`src/rtl/ahb_pkg.sv`:
```
// ---------------------------------------------------------------------------
// ahb_pkg : shared AHB-Lite types, response codes and byte-lane helper
// Revision: 1.0
// ---------------------------------------------------------------------------
`default_nettype none

package ahb_pkg;

  typedef enum logic [1:0] {
    HTRANS_IDLE   = 2'b00,
    HTRANS_BUSY   = 2'b01,
    HTRANS_NONSEQ = 2'b10,
    HTRANS_SEQ    = 2'b11
  } htrans_t;

  typedef enum logic [2:0] {
    HSIZE_BYTE  = 3'd0,
    HSIZE_HALF  = 3'd1,
    HSIZE_WORD  = 3'd2,
    HSIZE_DWORD = 3'd3
  } hsize_t;

  localparam logic HRESP_OKAY  = 1'b0;
  localparam logic HRESP_ERROR = 1'b1;

  typedef enum logic [1:0] {
    IDLE = 2'd0,
    WAIT = 2'd1,
    ERR1 = 2'd2,
    ERR2 = 2'd3
  } state_t;

  // Lanes touched by a transfer of the given size starting at addr_lsbs.
  function automatic logic [7:0] byte_strobe(input hsize_t hsize,
                                             input logic [2:0] addr_lsbs,
                                             input int nbytes);
    logic [7:0] s;
    int lo;
    int hi;
    s  = '0;
    lo = int'(addr_lsbs);
    hi = lo + (1 << hsize);
    for (int i = 0; i < 8; i++) begin
      if (i >= lo && i < hi && i < nbytes) s[i] = 1'b1;
    end
    return s;
  endfunction

endpackage

`default_nettype wire

```
`src/rtl/ahb_mem_array.sv`:
```
// ---------------------------------------------------------------------------
// ahb_mem_array : byte-enabled synchronous-write RAM with combinational read
// Revision: 1.0
// ---------------------------------------------------------------------------
`default_nettype none

module ahb_mem_array #(
  parameter int DATA_WIDTH = 32,
  parameter int MEM_DEPTH  = 128
) (
  input  logic                          i_clk,
  input  logic                          i_we,
  input  logic [DATA_WIDTH/8-1:0]       i_strb,
  input  logic [$clog2(MEM_DEPTH)-1:0]  i_waddr,
  input  logic [DATA_WIDTH-1:0]         i_wdata,
  input  logic [$clog2(MEM_DEPTH)-1:0]  i_raddr,
  output logic [DATA_WIDTH-1:0]         o_rdata
);

  localparam int NBYTES = DATA_WIDTH / 8;

  logic [DATA_WIDTH-1:0] r_mem [MEM_DEPTH];

  // Contents are deliberately not reset so the array maps onto plain RAM.
  always_ff @(posedge i_clk) begin
    if (i_we) begin
      for (int b = 0; b < NBYTES; b++) begin
        if (i_strb[b]) r_mem[i_waddr][b*8 +: 8] <= i_wdata[b*8 +: 8];
      end
    end
  end

  assign o_rdata = r_mem[i_raddr];

endmodule

`default_nettype wire

```
`src/rtl/ahb_mem_slave.sv`:
```
// ---------------------------------------------------------------------------
// ahb_mem_slave : AHB-Lite memory slave with byte lanes, wait states, ERROR
// Revision: 1.0
// ---------------------------------------------------------------------------
`default_nettype none

module ahb_mem_slave
  import ahb_pkg::*;
#(
  parameter int ADDR_WIDTH  = 10,
  parameter int DATA_WIDTH  = 32,
  parameter int MEM_DEPTH   = 128,
  parameter int WAIT_STATES = 0
) (
  input  logic                   hclk,
  input  logic                   hresetn,
  input  logic                   hsel,
  input  logic                   hready_in,
  input  logic [ADDR_WIDTH-1:0]  haddr,
  input  logic                   hwrite,
  input  logic [1:0]             htrans,
  input  logic [2:0]             hsize,
  input  logic [DATA_WIDTH-1:0]  hwdata,
  output logic                   hready,
  output logic                   hresp,
  output logic [DATA_WIDTH-1:0]  hrdata
);

  localparam int         NBYTES    = DATA_WIDTH / 8;
  localparam int         BSHIFT    = $clog2(NBYTES);
  localparam int         IDX_W     = $clog2(MEM_DEPTH);
  localparam int         AW        = IDX_W + BSHIFT;
  localparam logic [3:0] WAIT_LOAD = 4'(WAIT_STATES);

  state_t                 r_state;
  state_t                 w_state_nxt;
  logic [3:0]             r_cnt;
  logic [3:0]             w_cnt_nxt;
  logic [AW-1:0]          r_addr;
  logic                   r_write;
  logic [2:0]             r_size;
  logic                   r_pend;
  logic [DATA_WIDTH-1:0]  r_rdata;

  logic                   w_accept;
  logic                   w_err;
  logic                   w_valid;
  logic                   w_hready;
  logic                   w_hresp;
  logic [ADDR_WIDTH-1:0]  w_widx;
  logic [7:0]             w_align_mask;
  logic                   w_wr_en;
  logic                   w_rd_load;
  logic [NBYTES-1:0]      w_strb;
  logic [DATA_WIDTH-1:0]  w_bmask;
  logic [IDX_W-1:0]       w_wr_idx;
  logic [IDX_W-1:0]       w_rd_idx;
  logic [DATA_WIDTH-1:0]  w_mem_rdata;
  logic [DATA_WIDTH-1:0]  w_rd_word;

  assign w_accept     = hsel & hready_in & htrans[1];
  assign w_widx       = haddr >> BSHIFT;
  assign w_align_mask = (8'd1 << hsize) - 8'd1;
  assign w_err        = (w_widx >= ADDR_WIDTH'(MEM_DEPTH))
                      | (hsize > 3'(BSHIFT))
                      | (|(haddr[2:0] & w_align_mask[2:0]));
  assign w_valid      = w_accept & ~w_err;

  always_ff @(posedge hclk or negedge hresetn) begin
    if (!hresetn) begin
      r_state <= IDLE;
      r_cnt   <= '0;
    end else begin
      r_state <= w_state_nxt;
      r_cnt   <= w_cnt_nxt;
    end
  end

  always_comb begin
    w_state_nxt = r_state;
    w_cnt_nxt   = r_cnt;
    w_hready    = 1'b1;
    w_hresp     = HRESP_OKAY;
    case (r_state)
      WAIT: begin
        if (r_cnt != 4'd0) begin
          w_hready  = 1'b0;
          w_cnt_nxt = r_cnt - 4'd1;
        end else begin
          w_state_nxt = IDLE;
        end
      end
      ERR1: begin
        w_hready    = 1'b0;
        w_hresp     = HRESP_ERROR;
        w_state_nxt = ERR2;
      end
      ERR2: begin
        w_hresp     = HRESP_ERROR;
        w_state_nxt = IDLE;
      end
      default: w_state_nxt = IDLE;
    endcase
    // A new address phase can only land on a cycle where we drive hready high.
    if (w_hready && w_accept) begin
      if (w_err) begin
        w_state_nxt = ERR1;
      end else if (WAIT_STATES > 0) begin
        w_state_nxt = WAIT;
        w_cnt_nxt   = WAIT_LOAD;
      end
    end
  end

  always_ff @(posedge hclk or negedge hresetn) begin
    if (!hresetn) begin
      r_addr  <= '0;
      r_write <= 1'b0;
      r_size  <= '0;
      r_pend  <= 1'b0;
      r_rdata <= '0;
    end else begin
      if (w_accept) begin
        r_addr  <= haddr[AW-1:0];
        r_write <= hwrite;
        r_size  <= hsize;
      end
      if (w_hready) r_pend <= w_valid;
      if (w_rd_load) r_rdata <= w_rd_word;
    end
  end

  assign w_wr_en  = r_pend & r_write & w_hready;
  assign w_strb   = NBYTES'(byte_strobe(hsize_t'(r_size), 3'(r_addr[BSHIFT-1:0]), NBYTES));
  assign w_wr_idx = r_addr[BSHIFT +: IDX_W];

  always_comb begin
    w_bmask = '0;
    for (int b = 0; b < NBYTES; b++) w_bmask[b*8 +: 8] = {8{w_strb[b]}};
  end

  // Read data is registered so it is stable for the whole hready-high cycle:
  // with no wait states it is fetched at the address-phase edge, otherwise
  // on the edge that enters the final data-phase cycle.
  assign w_rd_idx  = (WAIT_STATES == 0) ? haddr[BSHIFT +: IDX_W] : r_addr[BSHIFT +: IDX_W];
  assign w_rd_load = (WAIT_STATES == 0)
                   ? (w_hready & w_valid & ~hwrite)
                   : ((r_state == WAIT) & (r_cnt == 4'd1) & r_pend & ~r_write);

  // A read issued right behind a write to the same word must see the bytes
  // that are being committed on this very edge.
  assign w_rd_word = (w_wr_en && (w_wr_idx == w_rd_idx))
                   ? ((w_mem_rdata & ~w_bmask) | (hwdata & w_bmask))
                   : w_mem_rdata;

  ahb_mem_array #(
    .DATA_WIDTH (DATA_WIDTH),
    .MEM_DEPTH  (MEM_DEPTH)
  ) u_mem (
    .i_clk   (hclk),
    .i_we    (w_wr_en),
    .i_strb  (w_strb),
    .i_waddr (w_wr_idx),
    .i_wdata (hwdata),
    .i_raddr (w_rd_idx),
    .o_rdata (w_mem_rdata)
  );

  assign hready = w_hready;
  assign hresp  = w_hresp;
  assign hrdata = r_rdata;

endmodule

`default_nettype wire

```
`config.mk`:
```
export PLATFORM = sky130hd
export DESIGN_NAME = ahb_mem_slave
export DESIGN_NICKNAME = d
export VERILOG_FILES = /design/src/rtl/ahb_pkg.sv /design/src/rtl/ahb_mem_array.sv /design/src/rtl/ahb_mem_slave.sv
export SDC_FILE = /design/constraint.sdc
export NUM_CORES = 2
export LEC_CHECK = 0
export ABC_AREA = 1
export BUFFER_PORTS_ARGS = -buffer_cell sky130_fd_sc_hd__buf_4
export CAP_MARGIN = 5
export CORE_MARGIN = 2
export CORE_UTILIZATION = 35
export DETAILED_ROUTE_END_ITERATION = 6
export GPL_TIMING_DRIVEN = 1
export PLACE_DENSITY = 0.51
export SYNTH_ARGS = -nofsm -noshare
export SYNTH_HDL_FRONTEND = slang
export SYNTH_SLANG_ARGS = --single-unit
export TNS_END_PERCENT = 50
```
`constraint.sdc`:
```
create_clock -name hclk -period 3.83 [get_ports hclk]
set_input_delay 1.149 -clock hclk [delete_from_list [all_inputs] [get_ports hclk]]
set_output_delay 1.149 -clock hclk [all_outputs]
set_load 0.02 [all_outputs]
```
==> metrics.txt <==
Multi-input gate area=0.04068 mm2; DP HPWL=about 360000 um; Hold Violations, Final=0; worst min path class=primary input to async pin; sequential fraction of the synthesis area=72.89%; gr usage total=22.52%; first-pass GRT wire length=805500 um; Via Count=115485; Die Ht=between 700 and 800 um; CP Capture Type=flip-flop; fin. max-slew vios=9; core outline area=0.4856 mm2; LEAKAGE=72.34 nW; FP Rows=256; Inst Count DP=21495; vias in the first global route=109184; Post-Synthesis Cells=14771; ordered list of cells on the worst path=inv_1 -> nor3_2 -> buf_4 -> nand2_1 -> nor2_1 -> buf_4; CP Launch Type=flip-flop; DRT iter0 DRCs=12828; CTS buffer count=approximately 450; CTS clock-pin slew for the worst setup and hold paths=0.07 ns; critical path type=flip-flop to flip-flop; CTS tree=built; Synth Area in Adders=0.05576%; clock skew=0.07286 ns; port bufs=84; Reg area=0.1243 mm2; synth cell count leaders=5307 x nand2_1, 4096 x edfxtp_1, 3543 x nand3_1, 601 x nor2_1, 566 x buf_2; status=finished, violations left; Post-Synth XOR/XNOR Area=less than 1%; Worst EP arrival=4.30 ns; # IOs=86; clock buffer depth=4; width of the die=702.0 um; via/cell ratio=5.164; drt pass-1 iters=7; Area growth syn-to-layout=16.98%; Slew @ Worst Pin=about 1.6 ns; final worst-path cycle share=93.95%; largest cells by area after synthesis=edfxtp_1 72%, nand2_1 12%, nand3_1 10%; CTS H-Tree Depth=5; Antenna Nets Post-Route=0; VDD IR max=roughly 440 uV; min cycle time layout=between 3 and 4 ns; initial antenna violation count=60; Max transition margin=-7.156%; Non-Filler Instances=22363; grt ovf=0; fraction of registers with async set or reset after synthesis=1.254%; endpoints failing setup=0; final net count=15551; total of fill cells in the finished design=46189; failing checks=DRC, capacitance limit, slew limit; Clock Latency Late Sink=1.02 ns; area share of the largest cell type after synthesis=just over 70%; starting density of the core=35.12%; power per cell area=between 400 and 500 mW/mm2; Mapped Avg Cell Area=11.55 um2; Post-CTS Resized=0; root buf cell=clkbuf_16; Slowest-stage cell, CP=nand2_1; layout cell share with drive strength beyond 1=11.91%; Max Clk Rate=roughly 0.28 GHz; prevailing post-synth register cell=edfxtp_1; CTS Hold Bufs=0; largest family of logic cells by synthesized area=simple AND/OR/NAND/NOR gates; Synth Register Bits=4148; die area=0.4928 mm2; mux cell area share after synthesis=0.01321%; Total Wirelength=567700 um; post-CTS setup-driven buffer insertion count=0; synth warn=0; CP most frequent cell=buf_4; compound-gate portion of the synthesized area=0.2172%; Worst EP required=4.53 ns; Largest stage delay, worst path=0.95 ns; post-synth cell types=38; CTS Sinks=4148; Post-synth EDFFs=4096; most frequent cell after synthesis=nand2_1; crit path max fanout=10; Post-Syn Area=0.1705 mm2; WL/cell=25.38 um; DRC Markers=7; RePlAce Congestion=0.8842; largest net degree at the start of global routing=130; most area-hungry cell type in the Yosys netlist=edfxtp_1; Mapped Nets=roughly 15000; max_cap viols=1; Sum Neg Setup Slack=0 ns; setup repair after global routing missed its margin=false; simple-gate area share of the yosys netlist=23.48%
kinds of logic (layout without fill, tap and decap cells):
| group | count (synthesis) | after routing |
|---|---|---|
| other | 0 | 53 |
| xor gates and xnor gates | 9 | 9 |
| buffers and inverters | 1064 | 2153 |
| DFF | 4148 | 4148 |
| adders and majority gates | 7 | 7 |
| AOI/OAI and AO/OA | 69 | 69 |
| and+or+nand+nor | 9472 | 9472 |
| muxes | 2 | 2 |
worst paths after layout:
kind	slack (ns)	cells after the start	end	startpoint
setup / recovery	0.23	6	u_mem.r_mem[19][6]	r_addr[2]
hold / removal	0.28	1	hrdata[31]	hresetn
setup reg to reg	0.23	6	u_mem.r_mem[19][6]	r_addr[2]
hold reg to reg	0.46	1	r_cnt[0]	r_cnt[0]
max in group asynchronous	2.72	2	r_size[2]	hresetn
min in group hclk	0.39	2	r_size[2]	hsize[2]
layer usage:
layer	up-vias	routed length (um)	track usage, %	part of all wire (%)
li1	53196	-	-	-
met1	57149	236500	30.35	42
met2	4162	261900	35.47	46
met3	960	41750	3.975	7.4
met4	18	27360	10.42	4.8
met5	-	114	0	0.020
worst max-delay path: cells and delay by family, from the launching register on:
family	cells	cell delay, ns
and+or+nand+nor	3	1.96
buffers and inverters	3	0.71
DFF	1	0.57
state kept, by name (all words and copies together), names as in the netlist:
register,count
u_mem.r_mem,4096
r_pend,1
r_cnt,4
r_addr,9
r_write,1
hrdata,32
r_state,2
r_size,3
cells in the final DEF, fill, tap and decap left out, types with 18 or more instances in the layout:
master,n
nand2_1,5303
edfxtp_1,4096
nand3_1,3543
buf_4,1036
nor2_1,601
clkbuf_16,451
buf_12,197
clkbuf_1,116
clkinv_1,102
clkinv_2,78
inv_1,72
diode_2,53
o21ai_0,52
dfrtp_1,52
bufinv_16,29
buf_6,18
stage by stage:
step	setup WS (ns)	hold WS (ns)	power, mW	instance area (um2)	util, %
2_1_floorplan	1.128	0.4416	54.39	170500	-
4_1_cts	0.2501	0.2560	99.38	199400	41.06
3_3_place_gp	-0.004835	0.4577	57.92	185400	38.19
5_1_grt	0.09884	0.2861	101.6	199400	41.06
6_report	0.2317	0.2839	98.76	199500	41.08
3_5_place_dp	0.01836	0.4587	57.94	185400	38.19
report_power, final:
group          switching (mW)  internal [mW]  total [mW]
registers               0.161           49.9        50.1
logic                    5.01           1.89        6.90
clock network            18.1           23.6        41.8
total                    23.3           75.5        98.8
final cells by class:
class                   instances  area share (%)
diodes                         53         0.06648
clock buffers                 573           5.917
clock inverters               242           1.073
inverters                      83          0.1882
multi-input cells            9559           20.39
flip-flops and latches       4148           62.31
well taps                    6450           4.045
repair buffers               1255           6.013
(Power assumes the default switching activity.)
